$ cat config.mk
export PLATFORM = sky130hd
export DESIGN_NAME = instr_reader
export DESIGN_NICKNAME = d
export VERILOG_FILES = /design/src/rtl/instr_register_pkg.sv /design/src/rtl/instr_result_model.sv /design/src/rtl/instr_reader.sv
export SDC_FILE = /design/constraint.sdc
export NUM_CORES = 1
export LEC_CHECK = 0
export BUFFER_PORTS_ARGS = -buffer_cell sky130_fd_sc_hd__buf_2
export CORE_AREA = 5 5 124 126
export CTS_BUF_LIST = sky130_fd_sc_hd__clkbuf_8
export CTS_CLUSTER_DIAMETER = 150
export CTS_CLUSTER_SIZE = 10
export DETAILED_ROUTE_END_ITERATION = 10
export DIE_AREA = 0 0 129 131
export PLACE_DENSITY = 0.78
export SYNTH_ARGS = -nofsm -noshare
export SYNTH_HDL_FRONTEND = slang
export SYNTH_SLANG_ARGS = --single-unit
$ cat constraint.sdc
create_clock -name clk -period 1.45 [get_ports clk]
set_input_delay 0.0725 -clock clk [delete_from_list [all_inputs] [get_ports clk]]
set_output_delay 0.0725 -clock clk [all_outputs]
set_load 0.01 [all_outputs]
$ cat src/rtl/instr_register_pkg.sv
// instr_register_pkg: shared types for the instruction register and its reader.
//   opcode_t       - ALU opcode (4 bits; encodings above POW are undefined)
//   operand_t      - signed 32-bit operand
//   operand_res    - signed 64-bit result
//   address_t      - register entry index (NUM_ENTRIES deep)
//   instruction_t  - stored entry {opc, op_a, op_b, rezultat}
//   reader_state_t - instr_reader sequencer states
package instr_register_pkg;

  localparam int unsigned NUM_ENTRIES = 32;
  localparam int unsigned ADDR_W      = 5;
  localparam int unsigned OPERAND_W   = 32;
  localparam int unsigned RES_W       = 64;
  localparam int unsigned COUNT_W     = 6;

  typedef enum logic [3:0] {
    ZERO  = 4'd0,
    PASSA = 4'd1,
    PASSB = 4'd2,
    ADD   = 4'd3,
    SUB   = 4'd4,
    MULT  = 4'd5,
    DIV   = 4'd6,
    MOD   = 4'd7,
    POW   = 4'd8
  } opcode_t;

  typedef logic signed [OPERAND_W-1:0] operand_t;
  typedef logic signed [RES_W-1:0]     operand_res;
  typedef logic [ADDR_W-1:0]           address_t;

  typedef struct packed {
    opcode_t    opc;
    operand_t   op_a;
    operand_t   op_b;
    operand_res rezultat;
  } instruction_t;

  typedef enum logic [2:0] {
    IDLE    = 3'd0,
    FETCH   = 3'd1,
    CHECK   = 3'd2,
    PRESENT = 3'd3,
    DONE    = 3'd4
  } reader_state_t;

endpackage

$ cat src/rtl/instr_result_model.sv
// instr_result_model: combinational reference ALU for stored instructions.
//   opc, op_a, op_b - instruction fields
//   res_c           - expected signed 64-bit result (operands sign-extended)
// DIV/MOD truncate toward zero; a zero divisor, ZERO and undefined opcodes give 0.
module instr_result_model
  import instr_register_pkg::*;
(
  input  opcode_t    opc,
  input  operand_t   op_a,
  input  operand_t   op_b,
  output operand_res res_c
);

  operand_res a_ext;
  operand_res b_ext;

  assign a_ext = RES_W'(op_a);
  assign b_ext = RES_W'(op_b);

  // Result select
  always_comb begin
    res_c = '0;
    case (opc)
      PASSA: res_c = a_ext;
      PASSB: res_c = b_ext;
      ADD:   res_c = a_ext + b_ext;
      SUB:   res_c = a_ext - b_ext;
      MULT:  res_c = a_ext * b_ext;
      POW:   res_c = a_ext * a_ext;
      DIV:   if (b_ext != '0) res_c = a_ext / b_ext;
      MOD:   if (b_ext != '0) res_c = a_ext % b_ext;
      default: res_c = '0;
    endcase
  end

endmodule

$ cat src/rtl/instr_reader.sv
// instr_reader: read-side sequencer for the instruction register.
// Walks a wrapping range of entries, captures each word, optionally re-checks
// its stored result, and hands it downstream over valid/ready.
//   clk, reset_n          - clock, async active-low reset
//   start, first_ptr      - scan request (IDLE only) and first entry
//   count                 - entries to read, clamped to NUM_ENTRIES
//   read_pointer          - address to the register
//   instruction_word      - combinational read data
//   out_valid/out_ready   - downstream handshake; out_word, out_ok payload
//   busy, done, err_count - status; done is a one-cycle end-of-scan pulse
// Build option: INSTR_READER_CHECK_EN compiles in the CHECK state and result
// model; without it FETCH goes straight to PRESENT, out_ok=1, err_count=0.
module instr_reader
  import instr_register_pkg::*;
(
  input  logic               clk,
  input  logic               reset_n,
  input  logic               start,
  input  address_t           first_ptr,
  input  logic [COUNT_W-1:0] count,
  output address_t           read_pointer,
  input  instruction_t       instruction_word,
  output logic               out_valid,
  input  logic               out_ready,
  output instruction_t       out_word,
  output logic               out_ok,
  output logic               busy,
  output logic               done,
  output logic [COUNT_W-1:0] err_count
);

  reader_state_t      state_q, state_d;
  address_t           ptr_q, ptr_d;
  logic [COUNT_W-1:0] remaining_q, remaining_d;
  instruction_t       word_q, word_d;
  logic               valid_q, valid_d;
  logic               busy_q, busy_d;
  logic               done_q, done_d;
  logic [COUNT_W-1:0] count_clamped_c;

  assign count_clamped_c = (count > COUNT_W'(NUM_ENTRIES)) ? COUNT_W'(NUM_ENTRIES) : count;

`ifdef INSTR_READER_CHECK_EN
  logic               ok_q, ok_d;
  logic [COUNT_W-1:0] err_q, err_d;
  operand_res         expected_c;
  logic               mismatch_c;

  instr_result_model u_model (
    .opc   (word_q.opc),
    .op_a  (word_q.op_a),
    .op_b  (word_q.op_b),
    .res_c (expected_c)
  );

  assign mismatch_c = (expected_c != word_q.rezultat);
`endif

  // Next-state and registered-output logic
  always_comb begin
    state_d     = state_q;
    ptr_d       = ptr_q;
    remaining_d = remaining_q;
    word_d      = word_q;
`ifdef INSTR_READER_CHECK_EN
    ok_d        = ok_q;
    err_d       = err_q;
`endif

    case (state_q)
      IDLE: begin
        if (start) begin
          ptr_d       = first_ptr;
          remaining_d = count_clamped_c;
`ifdef INSTR_READER_CHECK_EN
          err_d       = '0;
`endif
          state_d     = (count_clamped_c == '0) ? DONE : FETCH;
        end
      end
      FETCH: begin
        word_d = instruction_word;
`ifdef INSTR_READER_CHECK_EN
        state_d = CHECK;
`else
        state_d = PRESENT;
`endif
      end
`ifdef INSTR_READER_CHECK_EN
      CHECK: begin
        ok_d = !mismatch_c;
        // err_count saturates at all-ones
        if (mismatch_c && (err_q != '1)) err_d = err_q + COUNT_W'(1);
        state_d = PRESENT;
      end
`endif
      PRESENT: begin
        if (out_ready) begin
          if (remaining_q == COUNT_W'(1)) begin
            state_d = DONE;
          end else begin
            remaining_d = remaining_q - COUNT_W'(1);
            ptr_d       = (ptr_q == address_t'(NUM_ENTRIES - 1)) ? '0 : ptr_q + address_t'(1);
            state_d     = FETCH;
          end
        end
      end
      DONE:    state_d = IDLE;
      default: state_d = IDLE;
    endcase

    valid_d = (state_d == PRESENT);
    busy_d  = (state_d != IDLE);
    done_d  = (state_d == DONE);
  end

  // State and output registers
  always_ff @(posedge clk or negedge reset_n) begin
    if (!reset_n) begin
      state_q     <= IDLE;
      ptr_q       <= '0;
      remaining_q <= '0;
      word_q      <= '0;
      valid_q     <= 1'b0;
      busy_q      <= 1'b0;
      done_q      <= 1'b0;
`ifdef INSTR_READER_CHECK_EN
      ok_q        <= 1'b0;
      err_q       <= '0;
`endif
    end else begin
      state_q     <= state_d;
      ptr_q       <= ptr_d;
      remaining_q <= remaining_d;
      word_q      <= word_d;
      valid_q     <= valid_d;
      busy_q      <= busy_d;
      done_q      <= done_d;
`ifdef INSTR_READER_CHECK_EN
      ok_q        <= ok_d;
      err_q       <= err_d;
`endif
    end
  end

  assign read_pointer = ptr_q;
  assign out_valid    = valid_q;
  assign out_word     = word_q;
  assign busy         = busy_q;
  assign done         = done_q;
`ifdef INSTR_READER_CHECK_EN
  assign out_ok       = ok_q;
  assign err_count    = err_q;
`else
  assign out_ok       = 1'b1;
  assign err_count    = '0;
`endif

endmodule

==> results.py, run 1 <==
metrics = {
    "status": {
        "status": "finished with violations",
        "violations": "setup timing",
    },
    "detailed_routing": {
        "drt-met1-wl_mm": 8.34,
        "drc_errors": 0,
        "wl_met3_mm": 1.68,
        "top_layer_used": "met4",
        "dr.pass1.iters": 4,
        "vias_per_cell": 5.08,
        "drt-initial-drc-count": 266,
        "wirelength_mm": 22.7,
        "wl_met2_mm": 11.8,
        "vias": 5425,
        "wl_per_cell_um": 21.3,
        "detail-route-antenna-nets": 0,
    },
    "clock_network": {
        "root_buffer": "clkbuf_8",
        "clk_path_buf_depth": 2,
        "cts_tree": "built",
        "clock_latency_ns": 0.45,
        "ctsHtreeMaxLevel": 4,
        "numCtsBuffers": 17,
        "clock-sinks": 149,
        "path_clk_slew_ns": 0.08,
    },
    "floorplan": {
        "num_rows": 44,
        "core_area_um2": 14200,
        "die_area_um2": 16900,
        "pin_count": 294,
        "initial_core_util_pct": 41.8,
        "die_w_um": 129,
        "die_h_um": 131,
    },
    "yosys": {
        "syn_avg_cell_area_um2": 15.0,
        "synthCells": 396,
        "synth_cell_types": 38,
        "yosysWarningCount": 0,
        "synth-seq-cells": 149,
        "ys_seq_area_share_pct": 62.8,
        "synth_area_um2": 5940,
    },
    "global_routing": {
        "grt_max_degree": 51,
        "antenna_found_initial": 1,
        "grt_pass1_vias": 5845,
        "grt_pass1_wl_mm": 31.0,
        "grt-ovfl-total": 0,
        "track_usage_pct": 23.9,
    },
    "power_and_ir_drop": {
        "power_w": 0.0232,
        "powerDensity_nw_per_um2": 2240,
        "swShare_pct": 36.6,
        "p_seq_share_pct": 33.1,
        "internal-power_w": 0.0147,
        "switching_power_w": 0.00850,
        "vdd_drop_max_v": 0.00130,
        "clkPwrFrac_pct": 15.1,
        "combPwrFrac_pct": 51.8,
        "p_leak_nw": 5.07,
    },
    "sta": {
        "timing.final.crit_share_pct": 106,
        "fin_skew_ns": 0.0125,
        "setup_ws_ns": -0.0934,
        "drv_slew": 0,
        "max_clock_freq_mhz": 648,
        "finalSetupTns_ns": -5.13,
        "finalHoldViolCount": 0,
        "grt_setup_unrepaired": "true",
        "setup_viol_count_final": 126,
        "hold-worst-slack_ns": 0.0581,
        "min_period_ns": 1.54,
    },
    "setup_path": {
        "required_ns": 1.78,
        "arrival_ns": 1.88,
        "cp_max_fo": 4,
        "crit_type": "reg -> reg",
        "end_kind": "flip-flop",
        "critPathLaunchType": "flip-flop",
    },
    "final_layout": {
        "finalNetCount": 1020,
        "instances_no_fill": 1067,
        "fillers": 887,
        "syn2layout_area_growth_pct": 74.2,
        "drive_gt1_share_pct": 58.5,
    },
    "place": {
        "dp_cells": 875,
        "hpwl_mm": 12.2,
        "preCtsSetupSlack_ns": -0.121,
        "place_congestion": 0.804,
        "io_buffers": 286,
    },
    "run": {
        "drv_cap": 0,
    },
    "hold_path": {
        "hold_class": "in -> reg",
    },
}
power groups by stage:
stage / clock [W] / combinational, W / sequential [W]
6_report: 0.00351 / 0.0120 / 0.00768
4_1_cts: 0.00357 / 0.00993 / 0.00746
3_3_place_gp: 0 / 0.00901 / 0.00738
3_5_place_dp: 0 / 0.00927 / 0.00750
5_1_grt: 0.00377 / 0.0127 / 0.00789
2_1_floorplan: 0 / 0.00452 / 0.00844
sequential cells by signal (all words and copies together) (netlist names):
register	count
out_word	132
busy	1
done	1
out_valid	1
state_q	3
read_pointer	5
remaining_q	6
final cells by class:
cell class              instances  area [um^2]  area share, %
flip-flops and latches        149         3730           36.1
diodes                          1         2.50         0.0242
multi-input cells             219         2500           24.2
clock inverters                15          195           1.89
inverters                       8         30.0          0.290
clock buffers                  17          234           2.26
well taps                     184          230           2.22
repair buffers                474         3420           33.1
through the flow:
stage | cell area [um^2] | util [%]
6_report | 10300 | 72.9
3_5_place_dp | 7830 | 55.2
5_1_grt | 10300 | 72.9
3_3_place_gp | 7830 | 55.2
2_1_floorplan | 6040 | -
4_1_cts | 9850 | 69.3
timing repair:
item / in CTS / in global routing
pin swaps: 8 / 3
endpoints found under the setup margin: 144 / 144
hold endpoints to repair: 294 / 0
hold buffers: 146 / 0
gates cloned: 1 / 5
resized for setup: 12 / 97
buffers inserted: 4 / 3
cell usage in the layout (no fill, tap or decap), drive strengths merged, types with 2 or more instances in the layout:
| cell type | Yosys | layout |
|---|---|---|
| inv | 8 | 14 |
| a32o | 2 | 2 |
| nand2b | 2 | 2 |
| a31o | 2 | 2 |
| clkbuf | 1 | 20 |
| a21oi | 9 | 9 |
| dlygate4sd3 | 0 | 146 |
| buf | 24 | 325 |
| mux2i | 3 | 3 |
| nand2 | 7 | 7 |
| nor4 | 3 | 3 |
| clkinvlp | 0 | 3 |
| o21ai | 5 | 5 |
| ha | 4 | 4 |
| dfrtp | 149 | 149 |
| bufinv | 0 | 3 |
| clkinv | 0 | 3 |
| a21o | 2 | 2 |
| o22ai | 3 | 3 |
| nor3 | 3 | 3 |
| a31oi | 2 | 2 |
| nor2 | 6 | 6 |
| mux2 | 134 | 134 |
| conb | 2 | 7 |
| nand3 | 13 | 13 |
cell families after synthesis:
kind of cell | share of synthesized area, %
fa+ha+maj | 0.842
other cells | 0.126
flops | 62.8
buf+inv | 3.22
simple gates | 3.79
mux | 25.9
compound gates | 3.35
metal layers:
metal | up-vias | GRT usage (%)
met2 | 307 | 41.3
met4 | 0 | 12.0
li1 | 2346 | -
met1 | 2696 | 26.1
met5 | - | 0
met3 | 76 | 8.29
critical path, stage by stage, from the launching register on:
cell and delay (ns):
dfrtp_1 0.40, nand3b_1 0.23, a31o_4 0.26, a21oi_4 0.23
mux2_4 0.32
synth_stat cells:
library cell,number,area (um^2)
nor4b_1,1,8.76
a31oi_1,2,12.5
a32o_1,2,20.0
nor2_2,1,6.26
o311ai_0,1,8.76
nand2b_1,2,12.5
a31o_2,2,17.5
conb_1,2,7.51
a32oi_1,1,8.76
a21oi_4,1,16.3
buf_2,9,45.0
nand4_1,1,6.26
a21o_1,2,15.0
nor4_1,3,18.8
o21ai_0,5,25.0
ha_1,4,50.1
buf_4,15,113
nand4b_1,1,8.76
mux2_1,10,113
mux2i_1,3,30.0
a21oi_1,8,40.0
nor3_1,3,15.0
nor2_1,5,18.8
or3_1,1,6.26
o211ai_1,1,7.51
nand3_1,13,65.1
nand3b_1,1,7.51
inv_1,8,30.0
clkbuf_1,1,3.75
and3_1,1,6.26
and3b_1,1,8.76
nand2_1,6,22.5
nor3b_1,1,7.51
o221ai_1,1,8.76
nand2_2,1,6.26
mux2_2,124,1400
dfrtp_1,149,3730
o22ai_1,3,18.8
worst paths after layout:
| path | to | slack, ns | start | depth (start not counted) |
|---|---|---|---|---|
| min in group asynchronous | busy | 0.13 | reset_n | 2 |
| max in group asynchronous | out_word[18] | 0.76 | reset_n | 3 |
| worst max-delay path | remaining_q[1] | -0.09 | state_q[2] | 4 |
| worst max register to register | remaining_q[1] | -0.09 | state_q[2] | 4 |
| worst min register to register | out_word[76] | 0.51 | out_word[76] | 1 |
| worst min-delay path | remaining_q[5] | 0.06 | out_ready | 4 |
No activity file was read; power rests on OpenSTA's default activity.
==> run 2, diff against run 1 <==
--- a/config.mk
+++ b/config.mk
@@ -5,14 +5,15 @@
 export SDC_FILE = /design/constraint.sdc
 export NUM_CORES = 1
 export LEC_CHECK = 0
+export ABC_AREA = 1
 export BUFFER_PORTS_ARGS = -buffer_cell sky130_fd_sc_hd__buf_2
-export CORE_AREA = 5 5 124 126
+export CORE_AREA = 5 5 125 127
 export CTS_BUF_LIST = sky130_fd_sc_hd__clkbuf_8
 export CTS_CLUSTER_DIAMETER = 150
 export CTS_CLUSTER_SIZE = 10
 export DETAILED_ROUTE_END_ITERATION = 10
-export DIE_AREA = 0 0 129 131
-export PLACE_DENSITY = 0.78
+export DIE_AREA = 0 0 130 132
+export PLACE_DENSITY = 0.77
 export SYNTH_ARGS = -nofsm -noshare
 export SYNTH_HDL_FRONTEND = slang
 export SYNTH_SLANG_ARGS = --single-unit
==> run 2 against run 1 <==
The flow still finishes with violations (setup timing). Clock-buffer cell count grew 1. Setup slack gained 0.074 ns. Fmax grew 5.0%. Synthesized area grew 1.3%. Register-to-register slack gained 0.07 ns. Hold slack lost 0.022 ns. Clock power grew 7.1%. Core utilization shrank 3.9 points. Sequential cell count is the same. Non-clock buffer count shrank 19. Critical path type unchanged. Largest cell class unchanged.
==> results.py, run 2 <==
metrics = {
    "status": {
        "status": "finished with violations",
        "violations": "setup timing",
    },
    "clock_network": {
        "clk_path_buf_depth": 2,
        "cts_tree": "built",
        "clock_latency_ns": 0.45,
        "ctsHtreeMaxLevel": 4,
        "path_clk_slew_ns": 0.09,
        "root_buffer": "clkbuf_8",
        "numCtsBuffers": 17,
        "clock-sinks": 149,
    },
    "sta": {
        "max_clock_freq_mhz": 681,
        "setup_viol_count_final": 1,
        "setup_ws_ns": -0.0192,
        "drv_slew": 0,
        "fin_skew_ns": 0.0101,
        "timing.final.crit_share_pct": 101,
        "finalSetupTns_ns": -0.0192,
        "min_period_ns": 1.47,
        "grt_setup_unrepaired": "true",
        "finalHoldViolCount": 0,
    },
    "setup_path": {
        "required_ns": 1.84,
        "arrival_ns": 1.86,
        "cp_max_fo": 6,
        "critPathLaunchType": "flip-flop",
        "crit_type": "reg -> reg",
        "end_kind": "flip-flop",
        "r2r_cells": 7,
    },
    "global_routing": {
        "grt-ovfl-total": 0,
        "grt_max_degree": 64,
        "antenna_found_initial": 2,
        "grt_pass1_wl_mm": 32.0,
        "grt_pass1_vias": 6466,
        "track_usage_pct": 23.5,
    },
    "yosys": {
        "synthAdderAreaFrac_pct": 0.831,
        "synth_simple_gate_area_share_pct": 32.3,
        "synth_cell_types": 22,
        "synth.most_common_cell": "nand2_1",
        "yosysWarningCount": 0,
        "synthXorXnorAreaFrac_pct": 0.145,
        "synth_ff_type": "dfrtp_1",
        "synth-edff-count": 0,
        "synth_mux_area_share_pct": 0,
        "synthCells": 718,
        "synth_top_family_by_area": "simple AND/OR/NAND/NOR gates",
        "synth_area_um2": 6020,
        "synth-compound-area-share_pct": 0.561,
        "synthTopCellsByCount": "nand2_1, dfrtp_1, buf_2, inv_1",
        "async_flop_share_pct": 100,
        "synth-seq-cells": 149,
        "yosysTopAreaCell": "dfrtp_1",
        "syn_avg_cell_area_um2": 8.38,
        "ys_seq_area_share_pct": 61.9,
        "ys_top_cells_by_area": "dfrtp_1, nand2_1, buf_2",
        "yosysTopAreaCellShare_pct": 61.9,
    },
    "power_and_ir_drop": {
        "powerDensity_nw_per_um2": 2190,
        "vdd_drop_max_v": 0.00107,
        "p_leak_nw": 5.62,
    },
    "floorplan": {
        "initial_core_util_pct": 42.1,
        "pin_count": 294,
        "die_area_um2": 17200,
        "die_h_um": 132,
        "num_rows": 44,
        "core_area_um2": 14300,
        "die_w_um": 130,
    },
    "final_layout": {
        "drive_gt1_share_pct": 30.8,
        "syn2layout_area_growth_pct": 64.0,
        "final_util_pct": 69.0,
        "final_cell_mix": "nand2_1, buf_2, dfrtp_1, dlygate4sd3_1, clkbuf_8",
        "finalNetCount": 1312,
        "largest_reg_flops": 132,
        "final_common_cell": "nand2_1",
    },
    "detailed_routing": {
        "drt-initial-drc-count": 329,
        "vias": 6502,
        "drc_errors": 0,
        "vias_per_cell": 4.78,
        "dr.pass1.iters": 5,
        "wirelength_mm": 21.2,
        "detail-route-antenna-nets": 0,
        "wl_per_cell_um": 15.6,
    },
    "hold_path": {
        "min_path_cells": 5,
        "hold_class": "in -> reg",
    },
    "place": {
        "place_congestion": 0.811,
        "io_buffers": 286,
        "preCtsSetupSlack_ns": 0.0190,
        "hpwl_mm": 12.4,
    },
    "run": {
        "drv_cap": 0,
    },
}
==> run 2: cell types whose count changed after synthesis, moves of 4 or more <==
cell,previous run,this run
a21oi_1,8,1
o21ai_0,5,1
inv_1,8,14
nor2_1,5,13
mux2_1,10,0
clkbuf_1,1,10
mux2_2,124,0
buf_4,15,7
buf_2,9,19
nand2_1,6,467
==> run 2: what timing repair did <==
item	in CTS	in global routing
cloned	0	3
hold buffers	142	0
hold endpoints to repair	291	0
endpoints found under the setup margin	5	128
pin swaps	0	3
resized for setup	0	33
setup buffers	0	4
==> run 2: path summary, 6_finish.rpt <==
check | startpoint | endpoint | slack [ns]
min reg2reg | out_word[22] | out_word[22] | 0.47
min in group asynchronous | reset_n | read_pointer[4] | 0.05
max | state_q[2] | read_pointer[0] | -0.02
min | count[3] | remaining_q[3] | 0.04
max reg2reg | state_q[2] | read_pointer[0] | -0.02
max in group asynchronous | reset_n | out_word[16] | 0.78
==> run 2: area by class of cell <==
| type | count | area (um^2) |
|---|---|---|
| Fill cell | 986 | 4440 |
| Sequential cell | 149 | 3730 |
| Timing Repair Buffer | 455 | 3260 |
| Multi-Input combinational cell | 521 | 2100 |
| Clock buffer | 18 | 248 |
| Tap cell | 184 | 230 |
| Clock inverter | 14 | 225 |
| Inverter | 17 | 71.3 |
| Antenna cell | 2 | 5.00 |
==> run 2: report_power, final <==
| part | total, W | internal (W) | switching (W) |
|---|---|---|---|
| Clock | 0.00376 | 0.00212 | 0.00164 |
| Sequential | 0.00741 | 0.00623 | 0.00118 |
| Combinational | 0.0105 | 0.00424 | 0.00624 |
==> run 2: logic make-up after synthesis <==
group,Yosys count
buffers and inverters,53
flip-flops,149
adder cells (fa/ha/maj),4
AND/OR/NAND/NOR,505
AO/OA/AOI/OAI,4
other,2
XOR/XNOR,1
==> run 2: worst max-delay path, stage by stage (launching register included) <==
cell     delay (ns)
dfrtp_1        0.41
inv_2          0.07
nand3_1        0.19
buf_4          0.23
buf_4          0.15
o31ai_1        0.22
nand2_1        0.08
nand2_1        0.06
==> run 2: per-layer routing <==
metal | routed length (um) | track usage [%] | vias up
li1 | - | - | 3040
met1 | 7720 | 26.0 | 3034
met2 | 10600 | 40.2 | 346
met3 | 1890 | 7.21 | 82
met4 | 1030 | 12.4 | 0
met5 | 0 | 0 | -
==> run 2: stage by stage <==
| step | power [W] | hold slack (ns) | instances | instance area [um^2] |
|---|---|---|---|---|
| floorplan | 0.0125 | -0.223 | 723 | 6040 |
| global placement | 0.0161 | -0.0509 | 1177 | 7740 |
| detailed placement | 0.0164 | -0.0482 | 1177 | 7740 |
| CTS | 0.0206 | 0.000987 | 1351 | 9640 |
| global route | 0.0232 | 0.0263 | 1360 | 9870 |
| finish | 0.0216 | 0.0365 | 1360 | 9870 |
